File: src/rtl/fsm_experiment_multi_trigger_pkg.sv
// Shared types for the multi-trigger experiment sequencer: sizes, state codes
// and the run-parameter bundle latched at run start.
package fsm_experiment_multi_trigger_pkg;

    localparam int unsigned MT_CNT_W  = 32;
    localparam int unsigned MT_N_TRIG = 4;
    localparam int unsigned MT_SHOT_W = 4;

    // Externally visible scenario_state codes
    typedef enum logic [7:0] {
        ST_IDLE       = 8'h00,
        ST_WAIT_FG    = 8'h01,
        ST_FG_DELAY   = 8'h02,
        ST_WAIT_READY = 8'h03,
        ST_WAIT_PHASE = 8'h04,
        ST_SHIFT      = 8'h05,
        ST_FIRE       = 8'h06,
        ST_DONE       = 8'h07,
        ST_ABORT      = 8'hFE,
        ST_ERROR      = 8'hFF
    } state_e;

    // Per-channel trigger sequencing
    typedef enum logic [1:0] {
        CH_IDLE  = 2'd0,
        CH_DELAY = 2'd1,
        CH_PULSE = 2'd2,
        CH_DONE  = 2'd3
    } ch_state_e;

    typedef struct packed {
        logic [MT_CNT_W-1:0]                    fg_open_delay;
        logic [MT_CNT_W-1:0]                    detector_ready_timeout;
        logic [MT_CNT_W-1:0]                    phase_shift;
        logic [MT_CNT_W-1:0]                    detonate_len;
        logic [MT_SHOT_W-1:0]                   shots;
        logic [MT_N_TRIG-1:0][MT_CNT_W-1:0]     trig_delay;
        logic [MT_N_TRIG-1:0][MT_CNT_W-1:0]     trig_len;
    } parameters_mt_t;

endpackage

File: src/rtl/fsm_experiment_multi_trigger_if.sv
// Sensor inputs, run parameters and pulse/status outputs of the sequencer.
interface fsm_experiment_multi_trigger_if;
    import fsm_experiment_multi_trigger_pkg::*;

    logic                   start;
    logic                   fg_opto;
    logic                   phase;
    logic                   wire_sensor;
    logic                   detector_ready;
    logic                   abort;
    parameters_mt_t         par;

    logic                   detonator_triggered;
    logic [MT_N_TRIG-1:0]   trigger;
    logic [7:0]             scenario_state;
    logic [MT_SHOT_W-1:0]   shot_index;
    logic                   wire_ok;
    logic                   busy;

    modport master (
        output start, fg_opto, phase, wire_sensor, detector_ready, abort, par,
        input  detonator_triggered, trigger, scenario_state, shot_index, wire_ok, busy
    );

    modport slave (
        input  start, fg_opto, phase, wire_sensor, detector_ready, abort, par,
        output detonator_triggered, trigger, scenario_state, shot_index, wire_ok, busy
    );

endinterface

File: src/rtl/fsm_experiment_multi_trigger_trigger_channel.sv
// One trigger output: after arm, waits delay_i cycles then pulses for len_i
// cycles; done_o rises once the pulse (or a zero-length slot) has finished.
module fsm_experiment_multi_trigger_trigger_channel
    import fsm_experiment_multi_trigger_pkg::*;
#(
    parameter int unsigned CNT_W = MT_CNT_W
) (
    input  logic             clk,
    input  logic             rst,
    input  logic             arm_i,
    input  logic             clr_i,
    input  logic [CNT_W-1:0] delay_i,
    input  logic [CNT_W-1:0] len_i,
    output logic             pulse_o,
    output logic             done_o
);

    ch_state_e        ch_q, ch_d;
    logic [CNT_W-1:0] cnt_q, cnt_d;
    logic             pulse_q, pulse_d;
    logic             done_q, done_d;

    // Channel state and pulse registers
    always_ff @(posedge clk or posedge rst) begin
        if (rst) begin
            ch_q    <= CH_IDLE;
            cnt_q   <= '0;
            pulse_q <= 1'b0;
            done_q  <= 1'b0;
        end else begin
            ch_q    <= ch_d;
            cnt_q   <= cnt_d;
            pulse_q <= pulse_d;
            done_q  <= done_d;
        end
    end

    // Next state: cnt_q is the cycle index while delaying, pulse length while pulsing
    always_comb begin
        ch_d    = ch_q;
        cnt_d   = cnt_q;
        pulse_d = 1'b0;
        unique case (ch_q)
            CH_IDLE, CH_DONE: begin
            end
            CH_DELAY: begin
                if (cnt_q == delay_i - CNT_W'(1)) begin
                    if (len_i == '0) begin
                        ch_d = CH_DONE;
                    end else begin
                        ch_d    = CH_PULSE;
                        cnt_d   = CNT_W'(1);
                        pulse_d = 1'b1;
                    end
                end else begin
                    cnt_d = cnt_q + CNT_W'(1);
                end
            end
            CH_PULSE: begin
                if (cnt_q == len_i) begin
                    ch_d = CH_DONE;
                end else begin
                    cnt_d   = cnt_q + CNT_W'(1);
                    pulse_d = 1'b1;
                end
            end
            default: ch_d = CH_IDLE;
        endcase
        if (arm_i) begin
            cnt_d = '0;
            if (delay_i != '0) begin
                ch_d = CH_DELAY;
            end else if (len_i != '0) begin
                ch_d    = CH_PULSE;
                cnt_d   = CNT_W'(1);
                pulse_d = 1'b1;
            end else begin
                ch_d = CH_DONE;
            end
        end
        if (clr_i) begin
            ch_d    = CH_IDLE;
            cnt_d   = '0;
            pulse_d = 1'b0;
        end
        done_d = (ch_d == CH_DONE);
    end

    assign pulse_o = pulse_q;
    assign done_o  = done_q;

endmodule

File: src/rtl/fsm_experiment_multi_trigger.sv
// Experiment-phase sequencer: start, fast-gate, gate delay, detector-ready
// wait with timeout, phase alignment and shift, then fire of a detonator pulse
// plus N_TRIG delayed trigger pulses, repeated for a configurable shot count.
module fsm_experiment_multi_trigger
    import fsm_experiment_multi_trigger_pkg::*;
#(
    parameter int unsigned CNT_W  = MT_CNT_W,
    parameter int unsigned N_TRIG = MT_N_TRIG,
    parameter int unsigned SHOT_W = MT_SHOT_W
) (
    input logic                          clock,
    input logic                          reset_signal,
    fsm_experiment_multi_trigger_if.slave bus
);

    state_e           state_q, state_d;
    logic [CNT_W-1:0] cnt_q, cnt_d;
    logic [SHOT_W-1:0] shot_q, shot_d;
    logic             det_q, det_d;
    logic [CNT_W-1:0] det_cnt_q, det_cnt_d;
    logic             wire_ok_q, wire_ok_d;
    logic             busy_q, busy_d;
    parameters_mt_t   shadow_q, shadow_d;
    logic             start_q, fg_q, phase_q;

    logic             start_rise_c, fg_rise_c, phase_rise_c;
    logic             abort_take_c, fire_done_c;
    logic             arm_c, clr_c;
    logic [SHOT_W:0]  shot_nxt_c, shots_eff_c;
    logic [N_TRIG-1:0] ch_pulse, ch_done;

    assign start_rise_c = bus.start   & ~start_q;
    assign fg_rise_c    = bus.fg_opto & ~fg_q;
    assign phase_rise_c = bus.phase   & ~phase_q;
    assign abort_take_c = bus.abort && !(state_q inside {ST_IDLE, ST_DONE, ST_ERROR});
    assign fire_done_c  = !det_q && (&ch_done);
    assign shot_nxt_c   = {1'b0, shot_q} + (SHOT_W+1)'(1);
    assign shots_eff_c  = (shadow_q.shots == '0) ? (SHOT_W+1)'(1) : {1'b0, shadow_q.shots};

    // Sequencer and datapath registers
    always_ff @(posedge clock or posedge reset_signal) begin
        if (reset_signal) begin
            state_q   <= ST_IDLE;
            cnt_q     <= '0;
            shot_q    <= '0;
            det_q     <= 1'b0;
            det_cnt_q <= '0;
            wire_ok_q <= 1'b0;
            busy_q    <= 1'b0;
            shadow_q  <= '0;
            start_q   <= 1'b0;
            fg_q      <= 1'b0;
            phase_q   <= 1'b0;
        end else begin
            state_q   <= state_d;
            cnt_q     <= cnt_d;
            shot_q    <= shot_d;
            det_q     <= det_d;
            det_cnt_q <= det_cnt_d;
            wire_ok_q <= wire_ok_d;
            busy_q    <= busy_d;
            shadow_q  <= shadow_d;
            start_q   <= bus.start;
            fg_q      <= bus.fg_opto;
            phase_q   <= bus.phase;
        end
    end

    // Next state, detonator pulse, wire status and channel arm/clear
    always_comb begin
        state_d   = state_q;
        cnt_d     = cnt_q;
        shot_d    = shot_q;
        det_d     = det_q;
        det_cnt_d = det_cnt_q;
        wire_ok_d = wire_ok_q;
        shadow_d  = shadow_q;
        arm_c     = 1'b0;
        clr_c     = 1'b0;

        unique case (state_q)
            ST_IDLE: begin
                if (start_rise_c) begin
                    state_d  = ST_WAIT_FG;
                    shot_d   = '0;
                    shadow_d = bus.par;
                end
            end
            ST_WAIT_FG: begin
                if (fg_rise_c) state_d = ST_FG_DELAY;
            end
            ST_FG_DELAY: begin
                if (cnt_q == shadow_q.fg_open_delay) state_d = ST_WAIT_READY;
            end
            ST_WAIT_READY: begin
                // Timeout outranks a simultaneous ready
                if (cnt_q == shadow_q.detector_ready_timeout) state_d = ST_ERROR;
                else if (bus.detector_ready)                 state_d = ST_WAIT_PHASE;
            end
            ST_WAIT_PHASE: begin
                if (phase_rise_c) state_d = ST_SHIFT;
            end
            ST_SHIFT: begin
                if (cnt_q == shadow_q.phase_shift) state_d = ST_FIRE;
            end
            ST_FIRE: begin
                if (fire_done_c) begin
                    shot_d  = shot_nxt_c[SHOT_W-1:0];
                    state_d = (shot_nxt_c < shots_eff_c) ? ST_WAIT_READY : ST_DONE;
                end
            end
            ST_DONE, ST_ABORT, ST_ERROR: begin
                if (!bus.start) state_d = ST_IDLE;
            end
            default: state_d = ST_IDLE;
        endcase

        if (abort_take_c) begin
            state_d = ST_ABORT;
            shot_d  = shot_q;
        end

        // Detonator runs for detonate_len cycles counted from 1
        if (state_q == ST_FIRE && det_q) begin
            if (det_cnt_q == shadow_q.detonate_len) det_d = 1'b0;
            else                                    det_cnt_d = det_cnt_q + CNT_W'(1);
        end

        if (state_d == ST_FIRE && state_q != ST_FIRE) begin
            arm_c     = 1'b1;
            det_d     = (shadow_q.detonate_len != '0);
            det_cnt_d = CNT_W'(1);
            wire_ok_d = 1'b0;
        end else if (state_q == ST_FIRE && bus.wire_sensor) begin
            wire_ok_d = 1'b1;
        end

        if (abort_take_c) begin
            det_d = 1'b0;
            clr_c = 1'b1;
        end

        // State counter restarts on every state change and saturates
        if (state_d != state_q)  cnt_d = '0;
        else if (cnt_q != '1)    cnt_d = cnt_q + CNT_W'(1);

        busy_d = (state_d != ST_IDLE);
    end

    for (genvar gi = 0; gi < N_TRIG; gi++) begin : g_ch
        fsm_experiment_multi_trigger_trigger_channel #(.CNT_W(CNT_W)) u_ch (
            .clk     (clock),
            .rst     (reset_signal),
            .arm_i   (arm_c),
            .clr_i   (clr_c),
            .delay_i (shadow_q.trig_delay[gi]),
            .len_i   (shadow_q.trig_len[gi]),
            .pulse_o (ch_pulse[gi]),
            .done_o  (ch_done[gi])
        );
    end

    assign bus.detonator_triggered = det_q;
    assign bus.trigger             = ch_pulse;
    assign bus.scenario_state      = state_q;
    assign bus.shot_index          = shot_q;
    assign bus.wire_ok             = wire_ok_q;
    assign bus.busy                = busy_q;

endmodule

File: src/flat_wrapper.sv
// flat-port wrapper written by rule: the top's interface ports become plain ports
module fsm_experiment_multi_trigger_flat import fsm_experiment_multi_trigger_pkg::*;
#(
    parameter int unsigned CNT_W  = MT_CNT_W,
    parameter int unsigned N_TRIG = MT_N_TRIG,
    parameter int unsigned SHOT_W = MT_SHOT_W
)
  (clock, reset_signal, bus_start, bus_fg_opto, bus_phase, bus_wire_sensor, bus_detector_ready, bus_abort, bus_par, bus_detonator_triggered, bus_trigger, bus_scenario_state, bus_shot_index, bus_wire_ok, bus_busy);
  fsm_experiment_multi_trigger_if bus_i ();
  input logic clock;
  input logic reset_signal;
  input wire logic [$bits(bus_i.start)-1:0] bus_start;
  input wire logic [$bits(bus_i.fg_opto)-1:0] bus_fg_opto;
  input wire logic [$bits(bus_i.phase)-1:0] bus_phase;
  input wire logic [$bits(bus_i.wire_sensor)-1:0] bus_wire_sensor;
  input wire logic [$bits(bus_i.detector_ready)-1:0] bus_detector_ready;
  input wire logic [$bits(bus_i.abort)-1:0] bus_abort;
  input wire logic [$bits(bus_i.par)-1:0] bus_par;
  output wire logic [$bits(bus_i.detonator_triggered)-1:0] bus_detonator_triggered;
  output wire logic [$bits(bus_i.trigger)-1:0] bus_trigger;
  output wire logic [$bits(bus_i.scenario_state)-1:0] bus_scenario_state;
  output wire logic [$bits(bus_i.shot_index)-1:0] bus_shot_index;
  output wire logic [$bits(bus_i.wire_ok)-1:0] bus_wire_ok;
  output wire logic [$bits(bus_i.busy)-1:0] bus_busy;
  assign bus_i.start = bus_start;
  assign bus_i.fg_opto = bus_fg_opto;
  assign bus_i.phase = bus_phase;
  assign bus_i.wire_sensor = bus_wire_sensor;
  assign bus_i.detector_ready = bus_detector_ready;
  assign bus_i.abort = bus_abort;
  assign bus_i.par = bus_par;
  assign bus_detonator_triggered = bus_i.detonator_triggered;
  assign bus_trigger = bus_i.trigger;
  assign bus_scenario_state = bus_i.scenario_state;
  assign bus_shot_index = bus_i.shot_index;
  assign bus_wire_ok = bus_i.wire_ok;
  assign bus_busy = bus_i.busy;
  fsm_experiment_multi_trigger #(.CNT_W(CNT_W), .N_TRIG(N_TRIG), .SHOT_W(SHOT_W)) u_core (.clock(clock), .reset_signal(reset_signal), .bus(bus_i));
endmodule
File: config.mk
export PLATFORM = sky130hd
export DESIGN_NAME = fsm_experiment_multi_trigger_flat
export DESIGN_NICKNAME = d
export VERILOG_FILES = /design/src/rtl/fsm_experiment_multi_trigger_pkg.sv /design/src/rtl/fsm_experiment_multi_trigger_if.sv /design/src/rtl/fsm_experiment_multi_trigger_trigger_channel.sv /design/src/rtl/fsm_experiment_multi_trigger.sv /design/src/flat_wrapper.sv
export SDC_FILE = /design/constraint.sdc
export NUM_CORES = 2
export LEC_CHECK = 0
export BUFFER_PORTS_ARGS = -buffer_cell sky130_fd_sc_hd__buf_4
export CAP_MARGIN = 25
export CORE_ASPECT_RATIO = 0.9
export CORE_MARGIN = 2
export CORE_UTILIZATION = 54
export DETAILED_ROUTE_END_ITERATION = 10
export MAX_ROUTING_LAYER = met4
export PLACE_DENSITY = 0.77
export SLEW_MARGIN = 10
export SYNTH_ARGS = -nofsm -noshare
export SYNTH_HDL_FRONTEND = slang
export SYNTH_HIERARCHICAL = 1
export SYNTH_SLANG_ARGS = --single-unit
File: constraint.sdc
create_clock -name clock -period 12.7 [get_ports clock]
set_clock_uncertainty 0.05 [all_clocks]
set_input_delay 0.635 -clock clock [delete_from_list [all_inputs] [get_ports clock]]
set_output_delay 0.635 -clock clock [all_outputs]
set_load 0.05 [all_outputs]
### Word level (Yosys, flattened, before mapping)

Index checks and enable logic that the tools add are counted.

| cells by class | value |
|---|---|
| $add $sub $neg | 11 |
| magnitude comparators | 1 |
| eq/ne operators | 48 |
| muxes and demuxes | 125 |
| bitwise gates (word level) | 7 |
| reduce and logical (&&, ||, !) cells | 44 |

Operators with widths:

| cell | number |
|---|---|
| 32-bit 2-to-1 mux | 25 |
| 32-bit == test | 12 |
| 32-bit nonzero test | 9 |
| 32-bit one-hot mux with 2 select lines | 4 |
| 32-bit by 1-bit adder with 32-bit output, second input constant | 6 |
| 32-bit zero test | 4 |
| 32-bit by 1-bit subtractor with 32-bit output, second input constant | 4 |
| 8-bit 2-to-1 mux | 10 |
| 8-bit one-hot mux with 8 select lines | 1 |
| 1-bit 2-to-1 mux | 52 |
| 8-bit by 3-bit == test with 1-bit output, second input constant | 5 |
| 2-bit 2-to-1 mux | 20 |
| 32-bit != test, second input constant | 1 |
| 5-bit by 3-bit != test with 1-bit output, second input constant | 4 |
| 2-bit == test, second input constant | 8 |
| 8-bit by 2-bit == test with 1-bit output, second input constant | 2 |
| 8-bit == test, second input constant | 2 |
| 4-bit by 2-bit != test with 1-bit output, second input constant | 4 |
| 2-bit one-hot mux with 2 select lines | 4 |
| 4-bit nonzero test | 4 |
| 4-bit 2-to-1 mux | 3 |
| 3-bit AND reduction | 4 |
| 3-bit nonzero test | 3 |
| 2-bit by 1-bit == test with 1-bit output, second input constant | 4 |
| other kinds (21) | 41 |

| storage, ports and cells | value |
|---|---|
| bits in registers | 614 |
| input bits | 396 |

### Logic depth before layout (Yosys ltp)

| depth | value |
|---|---|
| word-level depth | 13 |
| depth in mapped cells | 17 |

### By module

Netlist, hierarchy kept.

By module, submodules not included:

| module | instances | cells an instance | area an instance (um^2) | sequential area each (um^2) |
|---|---|---|---|---|
| fsm_experiment_multi_trigger | 1 | 2,321 | 20,510.9 | 11,761.3 |
| fsm_experiment_multi_trigger_trigger_channel at u_core.g_ch[1].u_ch ... | 3 | 529 | 4,106.4 | 900.9 |
| fsm_experiment_multi_trigger_trigger_channel at u_core.g_ch[0].u_ch | 1 | 533 | 4,076.4 | 900.9 |

### Worst setup path after synthesis

No wires, ideal clock.

| timing | value |
|---|---|
| kind | flip-flop to flip-flop |
| start | register u_core.state_q[2], in the netlist u_core/bus.scenario_state[2] |
| end | register u_core.g_ch[1].u_ch.cnt_q[24] |
| library setup time | 0.121 ns |
| arrival time | 4.275 ns |
| data required time | 12.529 ns |
| slack | 8.253 ns |
| cell stages (with the launch flop) | 17 |
| path buffers | 2 |
| period minus slack after synthesis | 4.447 ns |
| cell sequence | dfrtp_1 buf_4 nor3b_1 and3_1 o211a_1 a311oi_1 o21ai_1 o21ai_2 nand3_2 nor2_1 and4_1 or2_2 buf_1 nor4_2 a2111oi_0 a21o_1 a21oi_1 |

| on the way | value |
|---|---|
| longest elaborated chain between the ends | 10 |
| elaborated cells on any way between the ends | 36 |
| those cells by class | 13 x eq/ne; 15 x mux; 8 x reduce/logical |

RTL lines:

| item | line | source |
|---|---|---|
| start, declared | fsm_experiment_multi_trigger.sv:16 | `state_e state_q, state_d;` |
| start signal, assigned | fsm_experiment_multi_trigger.sv:55 | `state_q <= state_d;` |
| parallel branches: the longest is 4 deep, another holds 8-bit == test | -- |  |
| 8-bit 2-to-1 mux (*) | fsm_experiment_multi_trigger.sv:118 | `if (abort_take_c) begin` |
| net u_core.state_d[6] | fsm_experiment_multi_trigger.sv:16 |  |
| 8-bit by 3-bit == test with 1-bit output (*) | fsm_experiment_multi_trigger.sv:129 | `if (state_d == ST_FIRE && state_q != ST_FIRE) begin` |
| 1-bit logical AND (*) | fsm_experiment_multi_trigger.sv:129 |  |
| 1-bit 2-to-1 mux (*) | fsm_experiment_multi_trigger.sv:129 |  |
| net u_core.arm_c | fsm_experiment_multi_trigger.sv:28 | `logic arm_c, clr_c;` |
| 5-bit by 3-bit != test with 1-bit output (no source line), or another cell as far along | -- |  |
| 3-bit AND reduction (no source line) / 32-bit 2-to-1 mux (equally long branches) | -- |  |
| end signal, assigned | fsm_experiment_multi_trigger_trigger_channel.sv:32 | `cnt_q <= cnt_d;` |
| end, declared | fsm_experiment_multi_trigger_trigger_channel.sv:19 | `logic [CNT_W-1:0] cnt_q, cnt_d;` |

Mark *: on every way through the listed nets, which the timed path passes.
A chain may end at the register's enable or synchronous reset.

### Final worst setup path

| timing | value |
|---|---|
| start | register u_core.cnt_q[0] |
| end | register u_core.g_ch[3].u_ch.cnt_q[20] |

| on the way | value |
|---|---|
| longest elaborated chain between the ends | 9 |
| elaborated cells on any way between the ends | 17 |
| those cells by class | 6 x eq/ne; 8 x mux; 3 x reduce/logical |

RTL lines:

| item | line | source |
|---|---|---|
| start, declared | fsm_experiment_multi_trigger.sv:17 | `logic [CNT_W-1:0] cnt_q, cnt_d;` |
| start signal, assigned | fsm_experiment_multi_trigger.sv:56 | `cnt_q <= cnt_d;` |
| 32-bit == test, on equally long branches | fsm_experiment_multi_trigger.sv:104, fsm_experiment_multi_trigger.sv:93, fsm_experiment_multi_trigger.sv:97 |  |
| 8-bit 2-to-1 mux, on equally long branches | fsm_experiment_multi_trigger.sv:104, fsm_experiment_multi_trigger.sv:93, fsm_experiment_multi_trigger.sv:97 |  |
| 8-bit one-hot mux with 8 select lines (*) | fsm_experiment_multi_trigger.sv:81 | `unique case (state_q)` |
| 8-bit 2-to-1 mux (*) | fsm_experiment_multi_trigger.sv:118 |  |
| net u_core.state_d[0] | fsm_experiment_multi_trigger.sv:16 |  |
| 8-bit by 3-bit == test with 1-bit output (*) | fsm_experiment_multi_trigger.sv:129 |  |
| 1-bit logical AND (*) | fsm_experiment_multi_trigger.sv:129 |  |
| 1-bit 2-to-1 mux (*) | fsm_experiment_multi_trigger.sv:129 |  |
| net u_core.arm_c | fsm_experiment_multi_trigger.sv:28 |  |
| 5-bit by 3-bit != test with 1-bit output (no source line), or another cell as far along | -- |  |
| 3-bit AND reduction (no source line) / 32-bit 2-to-1 mux (equally long branches) | -- |  |
| end signal, assigned | fsm_experiment_multi_trigger_trigger_channel.sv:32 |  |
| end, declared | fsm_experiment_multi_trigger_trigger_channel.sv:19 |  |

Mark *: on every way through the listed nets, which the timed path passes. The rest lies on a longest branch.

==> results by group <==
Synthesis
  – Post-synth net total: 4863
  – Primary FF master, synth: dfrtp_1
  – Syn. warnings: 6
  – Register area share after synthesis: 0.416
  – Cells after Synth: 4441
  – Yosys reg bits: 614
  – Post-synth ARST share: 1.00
  – Post-synthesis cell type count: 99
  – Syn Area/Cell: 8.31 sq um
  – Synth Cell Area: 36900 sq um
  – Post-synth EDFFs: 0

Timing
  – Tmin final: 5.35 ns
  – Unrepaired setup endpoints after global routing: false
  – Fmax: 0.187 GHz
  – Final worst path period share: 0.421
  – Slew @ Worst Pin: 1.13 ns
  – Max_slew headroom: 0.238
  – Setup TNS: 0 ns
  – Final hold violation count: 0
  – Setup Viol. Count Final: 0
  – WHS: 0.0892 ns
  – Final slew viol count: 0

Floorplan
  – # rows: 90
  – Die area: 70500 sq um
  – IO Count: 415
  – DIE WIDTH: 280 um
  – Initial Utilization: 0.548
  – Core ar.: 67300 sq um
  – Die height: 252 um

Clock tree
  – CTS Sinks: 614
  – Clk slew on worst S/H paths: 0.06 ns
  – Clk buf depth: 3
  – H-tree level count: 3
  – Clock Latency Late Sink: 0.63 ns
  – CTS tree: done
  – Root Buffer Master: clkbuf_16
  – CTS buffer count: 67
  – Setup Buffers After CTS: 0

Detailed routing
  – Vias per std cell: 5.93
  – Met3 wire length: 8120 um
  – Antenna viol nets, final: 0
  – Remaining DRCs: 0
  – DRT Wirelength: 114000 um
  – Top Metal Used: met4
  – DR WL met2: 50600 um
  – First-pass DRT Iterations: 6
  – DR iter-0 viols: 3217
  – DRT met1 WL: 51000 um
  – Routed vias: 33367
  – Drt wl/cell: 20.3 um

Critical path
  – Startpoint types: flip-flop
  – Req. time, crit path: 13.15 ns
  – CP max FO: 24
  – R2R cell count: 14
  – Reg2reg start: u_core/cnt_q[0]
  – CP Capture Type: flip-flop
  – Worst reg2reg endpoint: u_core/g_ch[3].u_ch/cnt_q[20]
  – Reg2reg setup slack: 7.35 ns
  – WS Path Type: flip-flop to flip-flop
  – CP Data Arrival Time: 5.80 ns

Power and ir drop
  – Leak: 20.4 nW
  – VDD IR max: 0.105 mV
  – Pwr dens: 121 nW/um^2

Worst hold path
  – Hold WC Path Type: input pin to flip-flop
  – Hold Startpoint: bus_phase
  – WHS Endpoint: u_core/phase_q
  – Cell depth of the worst hold path: 1

Global route
  – First-pass GRT wire length: 178000 um
  – Gr usage total: 0.330
  – Initial antenna violation count: 2
  – Vias in the first global route: 31584
  – Largest net degree at the start of global routing: 257
  – GRT Residual Overflow: 0

Finish
  – Layout Area Growth over Synthesis: 15.5%
  – Share of cells above drive strength 1: 0.144
  – Post-layout instance count excluding filler cells: 5624
  – Most common cell after layout, fill and taps aside: nand2_1
  – Design Area, Final: 42600 sq um
  – Layout Utilization: 0.633
  – Most frequent cells in the layout: nand2_1 (1333), dfrtp_1 (614), buf_4 (433)
  – Final net count: 5115

Placement
  – DP HPWL: 84900 um
  – Placed cells: 5495
  – Routability congestion estimate: 0.968
  – DP Area: 40200 sq um
  – I/O Buffers: 414

Status
  – Run status: complete, no violations

Flow run
  – # Max-Cap Violations: 0
-- worst max path at each step --
stage	endpoint	from	slack, ns
after global placement	u_core/g_ch[1].u_ch/cnt_q[20]	u_core/cnt_q[18]	7.56
after global routing	u_core/g_ch[1].u_ch/cnt_q[20]	u_core/cnt_q[0]	7.09
after floorplan	u_core/bus.busy	reset_signal	5.65
after detailed placement	u_core/g_ch[3].u_ch/cnt_q[20]	u_core/cnt_q[0]	7.50
final	u_core/g_ch[3].u_ch/cnt_q[20]	u_core/cnt_q[0]	7.35
after CTS	u_core/g_ch[3].u_ch/cnt_q[20]	u_core/cnt_q[0]	7.49
-- per-layer routing --
metal / track usage / vias up
met3: 0.0457 / 227
li1: - / 15725
met2: 0.491 / 1326
met4: 0.118 / 0
met1: 0.464 / 16089
met5: - / -
-- layout make-up --
class	count	area, sq um
Sequential cell	614	15400
Tap cell	874	1090
Fill cell	5808	24700
Clock buffer	90	1870
Multi-Input combinational cell	3480	20100
Timing Repair Buffer	440	3390
Antenna cell	2	5.00
Inverter	90	342
Clock inverter	34	453
-- cell families after synthesis --
kind of cell / count (synthesis) / share of synthesized area
xor+xnor: 479 / 0.114
mux: 25 / 0.00685
flops: 614 / 0.416
fa+ha+maj: 26 / 0.00881
compound gates: 502 / 0.0955
simple gates: 2448 / 0.319
buf+inv: 347 / 0.0399
-- synth_stat cells, types with 25 or more instances --
cell type / n / area share
a21o_1: 26 / 0.0053
inv_1: 86 / 0.0087
o211ai_1: 26 / 0.0053
nand2b_1: 25 / 0.0042
o21ai_0: 81 / 0.011
nor2b_1: 31 / 0.0053
nor2_1: 228 / 0.023
dfrtp_1: 614 / 0.42
nand4_1: 99 / 0.017
a21oi_1: 82 / 0.011
a31oi_1: 61 / 0.010
xor2_1: 260 / 0.062
nor3_1: 83 / 0.011
ha_1: 26 / 0.0088
a22o_1: 27 / 0.0064
clkbuf_1: 185 / 0.019
and3_1: 71 / 0.012
nor4_1: 143 / 0.024
or3_1: 66 / 0.011
o31ai_1: 25 / 0.0051
xnor2_1: 219 / 0.052
nand2_1: 1333 / 0.14
nand3_1: 153 / 0.021
or2_2: 28 / 0.0047
buf_2: 44 / 0.0060
-- critical path, cell delays in order, from the launching register on --
cell and delay, ns:
dfrtp_1 0.52, xor2_1 0.21, nor4_1 0.50, nand4_1 0.15, nor2_1 0.45, o21ai_0 0.24
a41oi_2 0.40, nor2_1 0.10, and4_1 0.20, buf_4 0.23, or2_2 0.38, nor4_2 0.63
a21o_1 0.68, nor2_4 0.16, a211o_1 0.33
-- through the flow --
| stage | power, mW | setup WS (ns) |
|---|---|---|
| 6_report | 5.16 | 7.35 |
| 5_1_grt | 5.37 | 7.09 |
| 4_1_cts | 5.18 | 7.49 |
| 3_5_place_dp | 3.11 | 7.50 |
| 3_3_place_gp | 3.10 | 7.56 |
| 2_1_floorplan | 2.81 | 5.65 |
-- state kept, by name, indices dropped and copies added (netlist names) --
name,count
u_core/det_cnt_q,32
u_core/bus.scenario_state,8
u_core/bus.shot_index,4
u_core/g_ch.u_ch/ch_q,8
u_core/g_ch.u_ch/done_o,4
u_core/fg_q,1
u_core/bus.busy,1
u_core/g_ch.u_ch/pulse_o,4
u_core/phase_q,1
u_core/bus.wire_ok,1
u_core/cnt_q,32
u_core/start_q,1
u_core/shadow_q,388
u_core/g_ch.u_ch/cnt_q,128
u_core/bus.detonator_triggered,1
-- where the power goes --
| group | internal [mW] | switching, mW | total, mW |
|---|---|---|---|
| combinational | 0.348 | 0.453 | 0.801 |
| sequential | 2.09 | 0.208 | 2.30 |
| clock | 1.20 | 0.860 | 2.06 |
| total | 3.64 | 1.52 | 5.16 |
-- timing repair --
action	4_1_cts	5_1_grt
endpoints found under the hold margin	1	0
gates resized for setup	0	0
endpoints found under the setup margin	0	0
hold buffers	1	0
No activity file was read; power rests on OpenSTA's default activity.
